`config.mk`:
```
export PLATFORM = sky130hd
export DESIGN_NAME = fp_result_serializer
export DESIGN_NICKNAME = d
export VERILOG_FILES = /design/src/rtl/fp_result_serializer.sv
export SDC_FILE = /design/constraint.sdc
export NUM_CORES = 1
export LEC_CHECK = 0
export ABC_AREA = 1
export CORE_ASPECT_RATIO = 2
export CORE_UTILIZATION = 45
export CTS_CLUSTER_DIAMETER = 50
export DETAILED_ROUTE_END_ITERATION = 8
export GPL_TIMING_DRIVEN = 0
export PLACE_DENSITY = 0.78
export SLEW_MARGIN = 0
export SYNTH_ARGS = -nofsm -noshare
export SYNTH_HDL_FRONTEND = slang
export SYNTH_SLANG_ARGS = --single-unit
```
`constraint.sdc`:
```
create_clock -name CLK -period 4.54 [get_ports CLK]
set_input_delay 0.908 -clock CLK [delete_from_list [all_inputs] [get_ports CLK]]
set_output_delay 0.908 -clock CLK [all_outputs]
set_load 0.1 [all_outputs]
```
`src/rtl/fp_result_serializer.sv`:
```
// Framed parallel-to-serial result transmitter: start, data, optional parity, stop.
// Define FPSER_PARITY_EN to insert an even-parity bit between data and stop.
module fp_result_serializer #(
  parameter int unsigned WIDTH     = 32,
  parameter int unsigned DIV       = 4,
  parameter bit          MSB_FIRST = 1'b1
) (
  input  logic             CLK,
  input  logic             CLR,
  input  logic [WIDTH-1:0] DIN,
  input  logic             LOAD,
  output logic             READY,
  input  logic             HOLD,
  output logic             SOUT,
  output logic             SFRAME,
  output logic             SSTB,
  output logic             DONE
);

  localparam int unsigned DW = (DIV > 1) ? $clog2(DIV) : 1;
  localparam int unsigned BW = $clog2(WIDTH);
  localparam logic [DW-1:0] DIV_LAST = DW'(DIV - 1);
  localparam logic [BW-1:0] BIT_LAST = BW'(WIDTH - 1);

`ifdef FPSER_PARITY_EN
  typedef enum logic [2:0] {IDLE, START, DATA, PAR, STOP} state_t;
`else
  typedef enum logic [2:0] {IDLE, START, DATA, STOP} state_t;
`endif

  state_t           state_q, state_d;
  logic [WIDTH-1:0] shreg_q, shreg_d;
  logic [DW-1:0]    div_q, div_d;
  logic [BW-1:0]    bit_q, bit_d;
  logic             ready_q, ready_d;
  logic             sout_q, sout_d;
  logic             sframe_q, sframe_d;
  logic             sstb_q, sstb_d;
  logic             done_q, done_d;
`ifdef FPSER_PARITY_EN
  logic             par_q, par_d;
`endif

  logic [WIDTH-1:0] shifted;
  assign shifted = MSB_FIRST ? {shreg_q[WIDTH-2:0], 1'b0}
                             : {1'b0, shreg_q[WIDTH-1:1]};

  always_comb begin
    state_d = state_q;
    shreg_d = shreg_q;
    div_d   = div_q;
    bit_d   = bit_q;
    done_d  = 1'b0;
    sstb_d  = 1'b0;
`ifdef FPSER_PARITY_EN
    par_d   = par_q;
`endif
    if (state_q == IDLE) begin
      if (LOAD) begin
        shreg_d = DIN;
        state_d = START;
        div_d   = '0;
        bit_d   = '0;
`ifdef FPSER_PARITY_EN
        par_d   = ^DIN;
`endif
      end
    end else if (!HOLD) begin
      if (div_q != DIV_LAST) begin
        div_d = div_q + 1'b1;
      end else begin
        div_d = '0;
        unique case (state_q)
          START: state_d = DATA;
          DATA: begin
            shreg_d = shifted;
            if (bit_q == BIT_LAST) begin
              bit_d = '0;
`ifdef FPSER_PARITY_EN
              state_d = PAR;
`else
              state_d = STOP;
`endif
            end else begin
              bit_d = bit_q + 1'b1;
            end
          end
`ifdef FPSER_PARITY_EN
          PAR: state_d = STOP;
`endif
          STOP: begin
            state_d = IDLE;
            done_d  = 1'b1;
          end
          default: ;
        endcase
      end
      // strobe lands in the last divider slot, only on a non-held advance
      sstb_d = (state_d == DATA) && (div_d == DIV_LAST);
    end
    ready_d  = (state_d == IDLE);
    sframe_d = (state_d != IDLE);
    sout_d   = 1'b1;
    case (state_d)
      START: sout_d = 1'b0;
      DATA:  sout_d = MSB_FIRST ? shreg_d[WIDTH-1] : shreg_d[0];
`ifdef FPSER_PARITY_EN
      PAR:   sout_d = par_d;
`endif
      default: sout_d = 1'b1;
    endcase
  end

  always_ff @(posedge CLK or posedge CLR) begin
    if (CLR) begin
      state_q  <= IDLE;
      shreg_q  <= '0;
      div_q    <= '0;
      bit_q    <= '0;
      ready_q  <= 1'b1;
      sout_q   <= 1'b1;
      sframe_q <= 1'b0;
      sstb_q   <= 1'b0;
      done_q   <= 1'b0;
`ifdef FPSER_PARITY_EN
      par_q    <= 1'b0;
`endif
    end else begin
      state_q  <= state_d;
      shreg_q  <= shreg_d;
      div_q    <= div_d;
      bit_q    <= bit_d;
      ready_q  <= ready_d;
      sout_q   <= sout_d;
      sframe_q <= sframe_d;
      sstb_q   <= sstb_d;
      done_q   <= done_d;
`ifdef FPSER_PARITY_EN
      par_q    <= par_d;
`endif
    end
  end

  assign READY  = ready_q;
  assign SOUT   = sout_q;
  assign SFRAME = sframe_q;
  assign SSTB   = sstb_q;
  assign DONE   = done_q;

endmodule

```
==> flow_summary.toml, run 1 <==
[floorplan]
die-area_mm2 = 0.00558
io_pins = 41
rows = 37
die_width_um = 53.3
start_util_pct = 46.5
coreArea_mm2 = 0.00509
die_y_um = 105

[status]
status = "finished, final reports clean"

[timing]
rsz0062_at_grt = "no"
max_clock_freq_ghz = 0.350
period_minus_slack_ps = 2860
worst_slew_pin_slew_ps = 971
maxSlewViolCount = 0
hold_viol = 0
tns_ps = 0
timing.final.crit_share_pct = 62.9
maxSlewHeadroom_pct = 35.1
fin_worst_skew_ps = 10.0
setup_viol = 0

[global_route]
met3_usage_pct = 3.35
grt-ovfl-total = 0
grt_pass1_wl_um = 8710
grt_pass1_vias = 1894
antenna_found_initial = 0
groute.layer.met2.usage_pct = 36.8
grt_use_met1_pct = 24.0
busiest_layer = "met2"
track_usage_pct = 21.2
grt_max_degree = 45

[setup_path]
crit_start = "SOUT"
setup.worst_path.end_class = "output pin"
endpoint = "SOUT"
required_ps = 3630
critPathMaxStageDelay_ps = 1120
cp.buffers_inverters = 1
critPathTopFamily = "buffers and inverters"
rr_startpoint = "div_q[1]"
crit_cells = 1
worst-path-max-fanout = 1
r2r_slack_ps = 2850
reg2reg_to = "shreg_q[13]"
critical_path_class = "flop to output pin"
critPathArrivalTime_ps = 1950
start_kind = "flop"
crit_slowest_cell = "clkdlybuf4s50_1"
reg2reg_depth = 7
crit_chain = "clkdlybuf4s50_1"

[logic_synthesis]
ys_ff_latch = 47
synth_largest_area_cell = "dfrtp_1"
synth_seq_area_share_pct = 49.7
yosysTopAreaCellShare_pct = 47.5
yosysWarnings = 0
yosysUniqueCellTypes = 30
avgSynthCellArea_um2 = 9.83
synthCells = 241
syn_area_mm2 = 0.00237
synth_area_leaders = "dfrtp_1 (48%), nand3_1 (10%), inv_1 (6.2%)"
synth_nets = 281

[detailed_routing]
wl_per_cell_um = 14.8
ant_nets = 0
routed_wl_um = 5150
drc_errors = 0
firstDrtPassIters = 4
viasPerCell = 5.55
drt_iter0_markers = 43
vias = 1927

[cells_and_area]
finalInstanceArea_mm2 = 0.00297
fillers = 469
nets = 328
regArea_mm2 = 0.00118
diodes = 0
drive_gt1_share_pct = 15.2
multi_input_area_um2 = 907
area_growth_pct = 25.3

[pwr]
vdd_drop_max_uv = 505
p_leak_uw = 0.00133
power.density_mw_per_mm2 = 612

[clock_network]
cts-root-buf = "clkbuf_8"
clkLatencyLatePin_ps = 310
cts_tree = "built"
clk_path_buf_depth = 2
post_cts_buffers = 0
path_clk_slew_ps = 80
cts.htree.levels = 2
clkSinkCount = 47
cts_buffers = 5
hold_buffers = 0
post_cts_resized = 0

[worst_hold_path]
hold_class = "flop to flop"

[placed_design]
detailed_place_hpwl_um = 3820
gp_congestion = 0.890
place_area_mm2 = 0.00285
port_buffers = 39

[job]
cap_violations = 0
[routing by layer]
metal | wire length [µm] | part of all wire (%)
met5 | 0 | 0
met3 | 229 | 4.5
met4 | 116 | 2.3
met1 | 1950 | 38
met2 | 2850 | 55
[cell families (layout without fill, tap and decap cells)]
logic type	after synthesis	count (layout)	synth area share [%]
fa+ha+maj	4	4	2.11
compound gates	43	43	15.5
simple gates	89	89	20.3
mux	1	1	0.422
buf+inv	57	105	12.0
flops	47	47	49.7
[state kept, by name, indices dropped and copies added, names as in the netlist]
| name | flops |
|---|---|
| bit_q | 5 |
| DONE | 1 |
| state_q | 3 |
| shreg_q | 32 |
| READY | 1 |
| SSTB | 1 |
| div_q | 2 |
| SOUT | 1 |
| SFRAME | 1 |
[synth_stat cells]
| cell type | count |
|---|---|
| nand3_2 | 3 |
| mux2i_1 | 1 |
| o211ai_1 | 5 |
| clkbuf_1 | 5 |
| nand4_1 | 1 |
| dfstp_2 | 2 |
| nor3_1 | 1 |
| ha_1 | 4 |
| dfrtp_1 | 45 |
| nand3_1 | 48 |
| nor2_1 | 6 |
| buf_4 | 3 |
| a21oi_1 | 7 |
| inv_2 | 5 |
| nand3_4 | 2 |
| o21ai_0 | 6 |
| inv_1 | 39 |
| nor2_2 | 1 |
| nand2_1 | 23 |
| nand2_4 | 1 |
| nand2_8 | 1 |
| buf_12 | 2 |
| o221ai_1 | 16 |
| o211ai_2 | 2 |
| o21ai_2 | 1 |
| nand2_2 | 1 |
| buf_8 | 1 |
| buf_6 | 2 |
| nor2_4 | 1 |
| o221ai_2 | 6 |
[final cells by class]
cell class	count	area share, %
plain buffers	13	4.00
clock buffers	6	2.78
clock inverters	2	1.18
inverters	44	5.56
multi-input cells	137	30.5
flip-flops and latches	47	39.7
well taps	58	2.44
repair buffers	40	13.8
[power by group]
| group | internal (µW) | switching [µW] | leakage, µW |
|---|---|---|---|
| Clock | 178 | 138 | 0.0000612 |
| Combinational | 306 | 511 | 0.000687 |
| Sequential | 610 | 75.8 | 0.000578 |
[through the flow]
| step | utilization [%] | std cells | power (µW) | hold WS [ps] | setup WS, ps |
|---|---|---|---|---|---|
| after global routing | 58.3 | 347 | 1950 | 521 | 1650 |
| after detailed placement | 56.0 | 339 | 1510 | 476 | 2010 |
| after floorplan | - | 241 | 1320 | 453 | 2520 |
| final | 58.3 | 347 | 1820 | 496 | 1680 |
| after CTS | 58.3 | 347 | 1840 | 496 | 1670 |
| after global placement | 55.6 | 338 | 1480 | 469 | 1630 |
[placed cells by master, fill, tap and decap left out, types with 4 or more instances in the layout]
cell             netlist  routed
inv_1                 39      38
ha_1                   4       4
clkbuf_8               0       6
clkbuf_1               5       5
inv_2                  5       6
o221ai_2               6       6
o21ai_0                6       6
a21oi_1                7       7
nor2_1                 6       6
dfrtp_1               45      45
o211ai_1               5       5
nand2_1               23      23
o221ai_1              16      16
nand3_1               48      48
clkdlybuf4s50_1        0      39
[worst min path at each step]
| stage | from | end | slack [ps] | cells after the start |
|---|---|---|---|---|
| after floorplan | shreg_q[30] | shreg_q[30] | 450 | 2 |
| after global placement | bit_q[4] | bit_q[4] | 470 | 2 |
| after detailed placement | shreg_q[29] | shreg_q[29] | 480 | 2 |
| after CTS | shreg_q[30] | shreg_q[30] | 500 | 2 |
| after global routing | shreg_q[29] | shreg_q[29] | 520 | 2 |
| final | shreg_q[30] | shreg_q[30] | 500 | 2 |
Power figures use the tool's default switching activity.
==> run 2, diff against run 1 <==
clock period = 2.85 ns   (was 4.54 ns; I/O delays follow)
==> results of run 2 <==
Same layout as run 1 (identical final DEF). Status: finished, final reports clean.
Main changes from that run: setup slack after placement 2010 ps -> 660 ps; setup slack after layout 1680 ps -> 331 ps; hold slack 496 ps -> 435 ps; register-to-register setup slack 2850 ps -> 1160 ps; total power 1820 µW -> 2900 µW; worst IR drop on VDD 505 µV -> 805 µV
